### src/rtl/window_bit_serializer_if.sv
// Word handshake plus serial-output bundle for window_bit_serializer.
// The producer uses the master modport; the serializer uses the slave modport.
interface window_bit_serializer_if #(
   parameter int unsigned WIDTH = 4,
   parameter int unsigned DEPTH = 4
);
   localparam int unsigned LVL_W = $clog2(DEPTH) + 1;

   logic [WIDTH-1:0] din;
   logic             din_valid;
   logic             din_ready;
   logic             out;
   logic             out_valid;
   logic             busy;
   logic [LVL_W-1:0] level;

   modport master (
      output din, din_valid,
      input  din_ready, out, out_valid, busy, level
   );

   modport slave (
      input  din, din_valid,
      output din_ready, out, out_valid, busy, level
   );
endinterface

### src/rtl/window_bit_serializer.sv
// Small-FIFO word buffer feeding an MSB-first bit shifter with optional idle gaps.
// Define SERIALIZER_PARITY_EN to append an even-parity bit after each word.
module window_bit_serializer #(
   parameter int unsigned WIDTH = 4,
   parameter int unsigned DEPTH = 4,
   parameter int unsigned GAP   = 0
) (
   input logic                   clk,
   input logic                   rst,
   window_bit_serializer_if.slave bus
);
   localparam int unsigned PTR_W = $clog2(DEPTH);
   localparam int unsigned LVL_W = PTR_W + 1;
`ifdef SERIALIZER_PARITY_EN
   localparam int unsigned NBITS = WIDTH + 1;
`else
   localparam int unsigned NBITS = WIDTH;
`endif
   localparam int unsigned CNT_W = $clog2(NBITS);
   localparam int unsigned GAP_W = 4;

   typedef enum logic [1:0] {
      ST_IDLE  = 2'd0,
      ST_SHIFT = 2'd1,
      ST_GAP   = 2'd2
   } state_e;

   state_e           state_q, state_d;
   logic [WIDTH-1:0] mem_q [DEPTH];
   logic [WIDTH-1:0] mem_d [DEPTH];
   logic [PTR_W-1:0] wr_ptr_q, wr_ptr_d;
   logic [PTR_W-1:0] rd_ptr_q, rd_ptr_d;
   logic [LVL_W-1:0] level_q, level_d;
   logic [WIDTH-1:0] sh_q, sh_d;
   logic [CNT_W-1:0] cnt_q, cnt_d;
   logic [GAP_W-1:0] gap_q, gap_d;
   logic             out_q, out_d;
   logic             out_valid_q, out_valid_d;
`ifdef SERIALIZER_PARITY_EN
   logic             par_q, par_d;
`endif
   logic             push;
   logic             pop;
   logic             decide;
   logic [WIDTH-1:0] head;

   // Ready looks only at registered occupancy, so a same-cycle pop never frees a slot.
   assign bus.din_ready = (level_q != LVL_W'(DEPTH)) && !rst;
   assign push          = bus.din_valid && bus.din_ready;
   assign head          = mem_q[rd_ptr_q];

   assign bus.out       = out_q;
   assign bus.out_valid = out_valid_q;
   assign bus.level     = level_q;
   assign bus.busy      = (state_q != ST_IDLE) || (level_q != '0);

   // FIFO storage, pointers and occupancy.
   always_comb begin
      mem_d    = mem_q;
      wr_ptr_d = wr_ptr_q;
      rd_ptr_d = rd_ptr_q;
      level_d  = level_q;
      if (push) begin
         mem_d[wr_ptr_q] = bus.din;
         wr_ptr_d        = wr_ptr_q + PTR_W'(1);
      end
      if (pop) begin
         rd_ptr_d = rd_ptr_q + PTR_W'(1);
      end
      case ({push, pop})
         2'b10:   level_d = level_q + LVL_W'(1);
         2'b01:   level_d = level_q - LVL_W'(1);
         default: level_d = level_q;
      endcase
   end

   // Shifter next-state: cnt_q counts the bits still to present after the current one.
   always_comb begin
      state_d     = state_q;
      sh_d        = sh_q;
      cnt_d       = cnt_q;
      gap_d       = gap_q;
      out_d       = out_q;
      out_valid_d = out_valid_q;
`ifdef SERIALIZER_PARITY_EN
      par_d       = par_q;
`endif
      decide      = 1'b0;
      pop         = 1'b0;

      case (state_q)
         ST_IDLE: begin
            decide = 1'b1;
         end
         ST_SHIFT: begin
            if (cnt_q != '0) begin
               out_d = sh_q[WIDTH-1];
`ifdef SERIALIZER_PARITY_EN
               if (cnt_q == CNT_W'(1)) begin
                  out_d = par_q;
               end
`endif
               sh_d  = sh_q << 1;
               cnt_d = cnt_q - CNT_W'(1);
            end else if (GAP != 0) begin
               state_d     = ST_GAP;
               out_valid_d = 1'b0;
               gap_d       = GAP_W'(GAP - 1);
            end else begin
               decide = 1'b1;
            end
         end
         ST_GAP: begin
            if (gap_q != '0) begin
               gap_d = gap_q - GAP_W'(1);
            end else begin
               decide = 1'b1;
            end
         end
         default: begin
            state_d = ST_IDLE;
         end
      endcase

      // Shared word-boundary decision: start the next word or fall back to idle.
      if (decide) begin
         if (level_q != '0) begin
            pop         = 1'b1;
            state_d     = ST_SHIFT;
            sh_d        = head << 1;
            out_d       = head[WIDTH-1];
            out_valid_d = 1'b1;
            cnt_d       = CNT_W'(NBITS - 1);
`ifdef SERIALIZER_PARITY_EN
            par_d       = ^head;
`endif
         end else begin
            state_d     = ST_IDLE;
            out_valid_d = 1'b0;
         end
      end
   end

   always_ff @(posedge clk) begin
      if (rst) begin
         state_q     <= ST_IDLE;
         for (int i = 0; i < int'(DEPTH); i++) begin
            mem_q[i] <= '0;
         end
         wr_ptr_q    <= '0;
         rd_ptr_q    <= '0;
         level_q     <= '0;
         sh_q        <= '0;
         cnt_q       <= '0;
         gap_q       <= '0;
         out_q       <= 1'b0;
         out_valid_q <= 1'b0;
`ifdef SERIALIZER_PARITY_EN
         par_q       <= 1'b0;
`endif
      end else begin
         state_q     <= state_d;
         mem_q       <= mem_d;
         wr_ptr_q    <= wr_ptr_d;
         rd_ptr_q    <= rd_ptr_d;
         level_q     <= level_d;
         sh_q        <= sh_d;
         cnt_q       <= cnt_d;
         gap_q       <= gap_d;
         out_q       <= out_d;
         out_valid_q <= out_valid_d;
`ifdef SERIALIZER_PARITY_EN
         par_q       <= par_d;
`endif
      end
   end
endmodule

### src/flat_wrapper.sv
// flat-port wrapper written by rule: the top's interface ports become plain ports
module window_bit_serializer_flat 
#(
   parameter int unsigned WIDTH = 4,
   parameter int unsigned DEPTH = 4,
   parameter int unsigned GAP   = 0
)
  (clk, rst, bus_din, bus_din_valid, bus_din_ready, bus_out, bus_out_valid, bus_busy, bus_level);
  window_bit_serializer_if #(.WIDTH(WIDTH), .DEPTH(DEPTH)) bus_i ();
  input logic clk;
  input logic rst;
  input wire logic [$bits(bus_i.din)-1:0] bus_din;
  input wire logic [$bits(bus_i.din_valid)-1:0] bus_din_valid;
  output wire logic [$bits(bus_i.din_ready)-1:0] bus_din_ready;
  output wire logic [$bits(bus_i.out)-1:0] bus_out;
  output wire logic [$bits(bus_i.out_valid)-1:0] bus_out_valid;
  output wire logic [$bits(bus_i.busy)-1:0] bus_busy;
  output wire logic [$bits(bus_i.level)-1:0] bus_level;
  assign bus_i.din = bus_din;
  assign bus_i.din_valid = bus_din_valid;
  assign bus_din_ready = bus_i.din_ready;
  assign bus_out = bus_i.out;
  assign bus_out_valid = bus_i.out_valid;
  assign bus_busy = bus_i.busy;
  assign bus_level = bus_i.level;
  window_bit_serializer #(.WIDTH(WIDTH), .DEPTH(DEPTH), .GAP(GAP)) u_core (.clk(clk), .rst(rst), .bus(bus_i));
endmodule
### config.mk
export PLATFORM = sky130hd
export DESIGN_NAME = window_bit_serializer_flat
export DESIGN_NICKNAME = d
export VERILOG_FILES = /design/src/rtl/window_bit_serializer_if.sv /design/src/rtl/window_bit_serializer.sv /design/src/flat_wrapper.sv
export SDC_FILE = /design/constraint.sdc
export NUM_CORES = 1
export LEC_CHECK = 0
export ABC_AREA = 1
export ABC_CLOCK_PERIOD_IN_PS = 5300
export CORE_MARGIN = 5
export CORE_UTILIZATION = 40
export DETAILED_ROUTE_END_ITERATION = 8
export PLACE_DENSITY = 0.66
export SLEW_MARGIN = 20
export SYNTH_ARGS = -nofsm -noshare
export SYNTH_HDL_FRONTEND = slang
export SYNTH_SLANG_ARGS = --single-unit
### constraint.sdc
create_clock -name clk -period 5.3 [get_ports clk]
set_clock_uncertainty 0.1 [all_clocks]
set_input_delay 1.06 -clock clk [delete_from_list [all_inputs] [get_ports clk]]
set_output_delay 1.06 -clock clk [all_outputs]
set_load 0.1 [all_outputs]
==> impl_metrics.yaml <==
setup_path:
  slowest_delay_ns: 0.62
  worstPathMaxFanout: 11
  r2r_end: "u_core.bus.level[2]"
  critPathArrivalTime_ns: 2.26
  endpoint_kind: "output port"
  slowest_stage: "clkdlybuf4s50_1"
  required_ns: 4.14
  rr_worst_depth: 10
  path_class: "in2out"
  critPathLaunchType: "input port"
  reg2reg_slack_ns: 3.11
  r2r-start: "u_core.bus.level[0]"
  cp_cell_sequence: "clkdlybuf4s50_1 > a21oi_2 > buf_4"
logic_synthesis:
  ys_seq_area_share_pct: 40.8
  synth_seq_cells: 32
  yosys.area.top_type: "dfxtp_1"
  syn_area_per_cell_sq_um: 6.95
  netlist_area_sq_mm: 0.00157
  synthCells: 226
  synth_nets: 239
  ys_warn_count: 0
  synth_top_area_share_pct: 40.8
  synth_cell_type_count: 21
  yosys-top-cells-area: "dfxtp_1 (41%), nand2_1 (14%), nor2_1 (11%)"
floorplanning:
  initial_core_util_pct: 41.9
  rows: 22
  coreArea_sq_mm: 0.00374
  die_y_microns: 72.7
  die_x_microns: 72.7
  dieArea_sq_mm: 0.00528
  boundaryPins: 14
placed_design:
  placement.io_buffers: 13
  gp_congestion: 0.772
  place_area_sq_mm: 0.00173
  place_hpwl_microns: 2210
outcome:
  status: "complete, no violations"
worst_hold_path:
  min_to: "u_core.sh_q[0]"
  min_delay_path_depth: 2
  hold_path_class: "reg2reg"
  hp-start: "u_core.sh_q[0]"
cts:
  clock_sinks: 32
  cts_htree_levels: 2
  worstSkewPairLatency_ns: 0.29
  max-clock-path-buffers: 2
  post_cts_resized: 0
  cts_root_buffer: "clkbuf_8"
  postCtsSetupBuffers: 0
  cts_buffers: 5
  path_clk_slew_ns: 0.07
  cts_tree: "built"
  cts_hold_buf: 0
power:
  ir_drop_mv: 0.252
  clkPwrFrac_pct: 18.5
  swShare_pct: 49.6
  power_frac_seq_pct: 33.2
  power_frac_comb_pct: 48.3
  leakage_uw: 0.000871
  power.density_mw_per_mm2: 593
  p_int_uw: 544
  switchingPower_uw: 535
drt:
  drtAntennaViolNets: 0
  vias: 1345
  first_pass_iters: 4
  routedWlPerCell_microns: 11.1
  totalWireLength_microns: 3230
  viasPerCell: 4.64
  drtIter0Drc: 83
  route.detailed.drc: 0
finish:
  num-nets-final: 254
  final_cell_area_sq_mm: 0.00182
  diodes: 0
  syn2layout_area_growth_pct: 15.9
  utilization_pct: 48.6
  layout-drive-gt1-share_pct: 11.2
global_routing:
  grt_pass1_vias: 1224
  overflow: 0
  track_usage_pct: 13.8
  antenna_found_initial: 0
  grt_max_degree: 28
  grt_pass1_wl_microns: 5660
timing:
  slew_headroom_pct: 35.1
  setup_violations: 0
  fin_crit_sh_pct: 64.6
  hold_viol_final: 0
  rsz0062_at_grt: "false"
  fmax_mhz: 292
  tns_ns: 0
  finalCriticalPeriod_ns: 3.42
  finalMaxSlewViolations: 0
  worstMarginPinSlew_ns: 0.970
job:
  maxCapViolCount: 0
==> how the worst max path moves through the flow <==
stage	start	end	slack, ns	cells past startpoint
final	rst	bus_din_ready	1.88	3
after global routing	rst	bus_din_ready	1.79	3
after CTS	rst	bus_din_ready	1.86	3
after detailed placement	rst	u_core.bus.level[2]	1.73	9
after global placement	rst	u_core.bus.level[2]	1.81	9
after floorplan	u_core.bus.level[0]	bus_din_ready	1.98	2
==> placed cells by master, fill, tap and decap left out <==
| cell | instances |
|---|---|
| a21oi_1 | 13 |
| a21oi_2 | 1 |
| buf_4 | 1 |
| clkbuf_8 | 6 |
| clkdlybuf4s50_1 | 12 |
| clkinv_2 | 2 |
| dfxtp_1 | 32 |
| fa_1 | 1 |
| ha_1 | 5 |
| inv_1 | 25 |
| inv_2 | 3 |
| nand2_1 | 59 |
| nand2_2 | 3 |
| nand3_1 | 11 |
| nand3_2 | 1 |
| nand4_2 | 4 |
| nor2_1 | 45 |
| nor2_2 | 5 |
| nor3_1 | 1 |
| o21a_1 | 1 |
| o21ai_0 | 9 |
| o21ai_4 | 1 |
| xor2_1 | 1 |
==> power by group through the flow <==
stage	clock network, uW	logic (uW)	registers, uW
6_report	200	521	358
5_1_grt	215	582	367
4_1_cts	201	525	358
3_5_place_dp	0	522	363
3_3_place_gp	0	519	364
2_1_floorplan	0	315	453
==> stage by stage <==
stage                     cells  setup WS (ns)  hold slack (ns)  total power (uW)
after global routing        290           1.79            0.396              1160
final                       290           1.88            0.358              1080
after global placement      282           1.81            0.349               883
after detailed placement    282           1.73            0.347               886
after floorplan             226           1.98            0.322               768
after CTS                   290           1.86            0.357              1080
==> layer usage <==
metal | up-vias | GRT usage (%) | part of all wire [%]
li1 | 728 | - | -
met1 | 589 | 18.9 | 51
met2 | 20 | 19.7 | 43
met3 | 8 | 4.55 | 4.1
met4 | 0 | 5.94 | 1.9
met5 | - | 0 | 0
==> cell usage after synthesis <==
cell,n
a21oi_1,13
a21oi_2,1
buf_2,3
buf_4,2
dfxtp_1,32
fa_1,1
ha_1,5
inv_1,25
inv_2,3
nand2_1,59
nand2_2,3
nand3_1,11
nand3_2,1
nand4_2,4
nor2_1,45
nor2_2,5
nor3_1,1
o21a_1,1
o21ai_0,9
o21ai_4,1
xor2_1,1
==> worst max-delay path: cells and delay by family <==
kind / cells / cell delay (ns)
buffers and inverters: 2 / 0.94
AO/OA/AOI/OAI: 1 / 0.26
==> registers in the layout (all words and copies together), names as in the netlist <==
signal and count:
u_core.mem_q 16, u_core.sh_q 4, u_core.bus.level 3, u_core.cnt_q 2, u_core.rd_ptr_q 2, u_core.wr_ptr_q 2, u_core.bus.out 1, u_core.bus.out_valid 1
u_core.state_q 1
==> kinds of logic (layout without fill, tap and decap cells) <==
logic type / count (synthesis) / count (layout) / synth area share [%]
buf+inv: 33 / 49 / 8.60
flops: 32 / 32 / 40.8
fa+ha+maj: 6 / 6 / 5.26
simple gates: 129 / 129 / 35.7
compound gates: 25 / 25 / 9.08
xor+xnor: 1 / 1 / 0.558
==> final cells by class <==
type	count	area, sq um
inverter	28	105
clock inverter	2	10.0
fill	389	1920
clock buffer	6	82.6
tap	48	60.1
timing repair buffer	13	128
sequential	32	641
multi-input combinational	161	795
(Power assumes the default switching activity.)
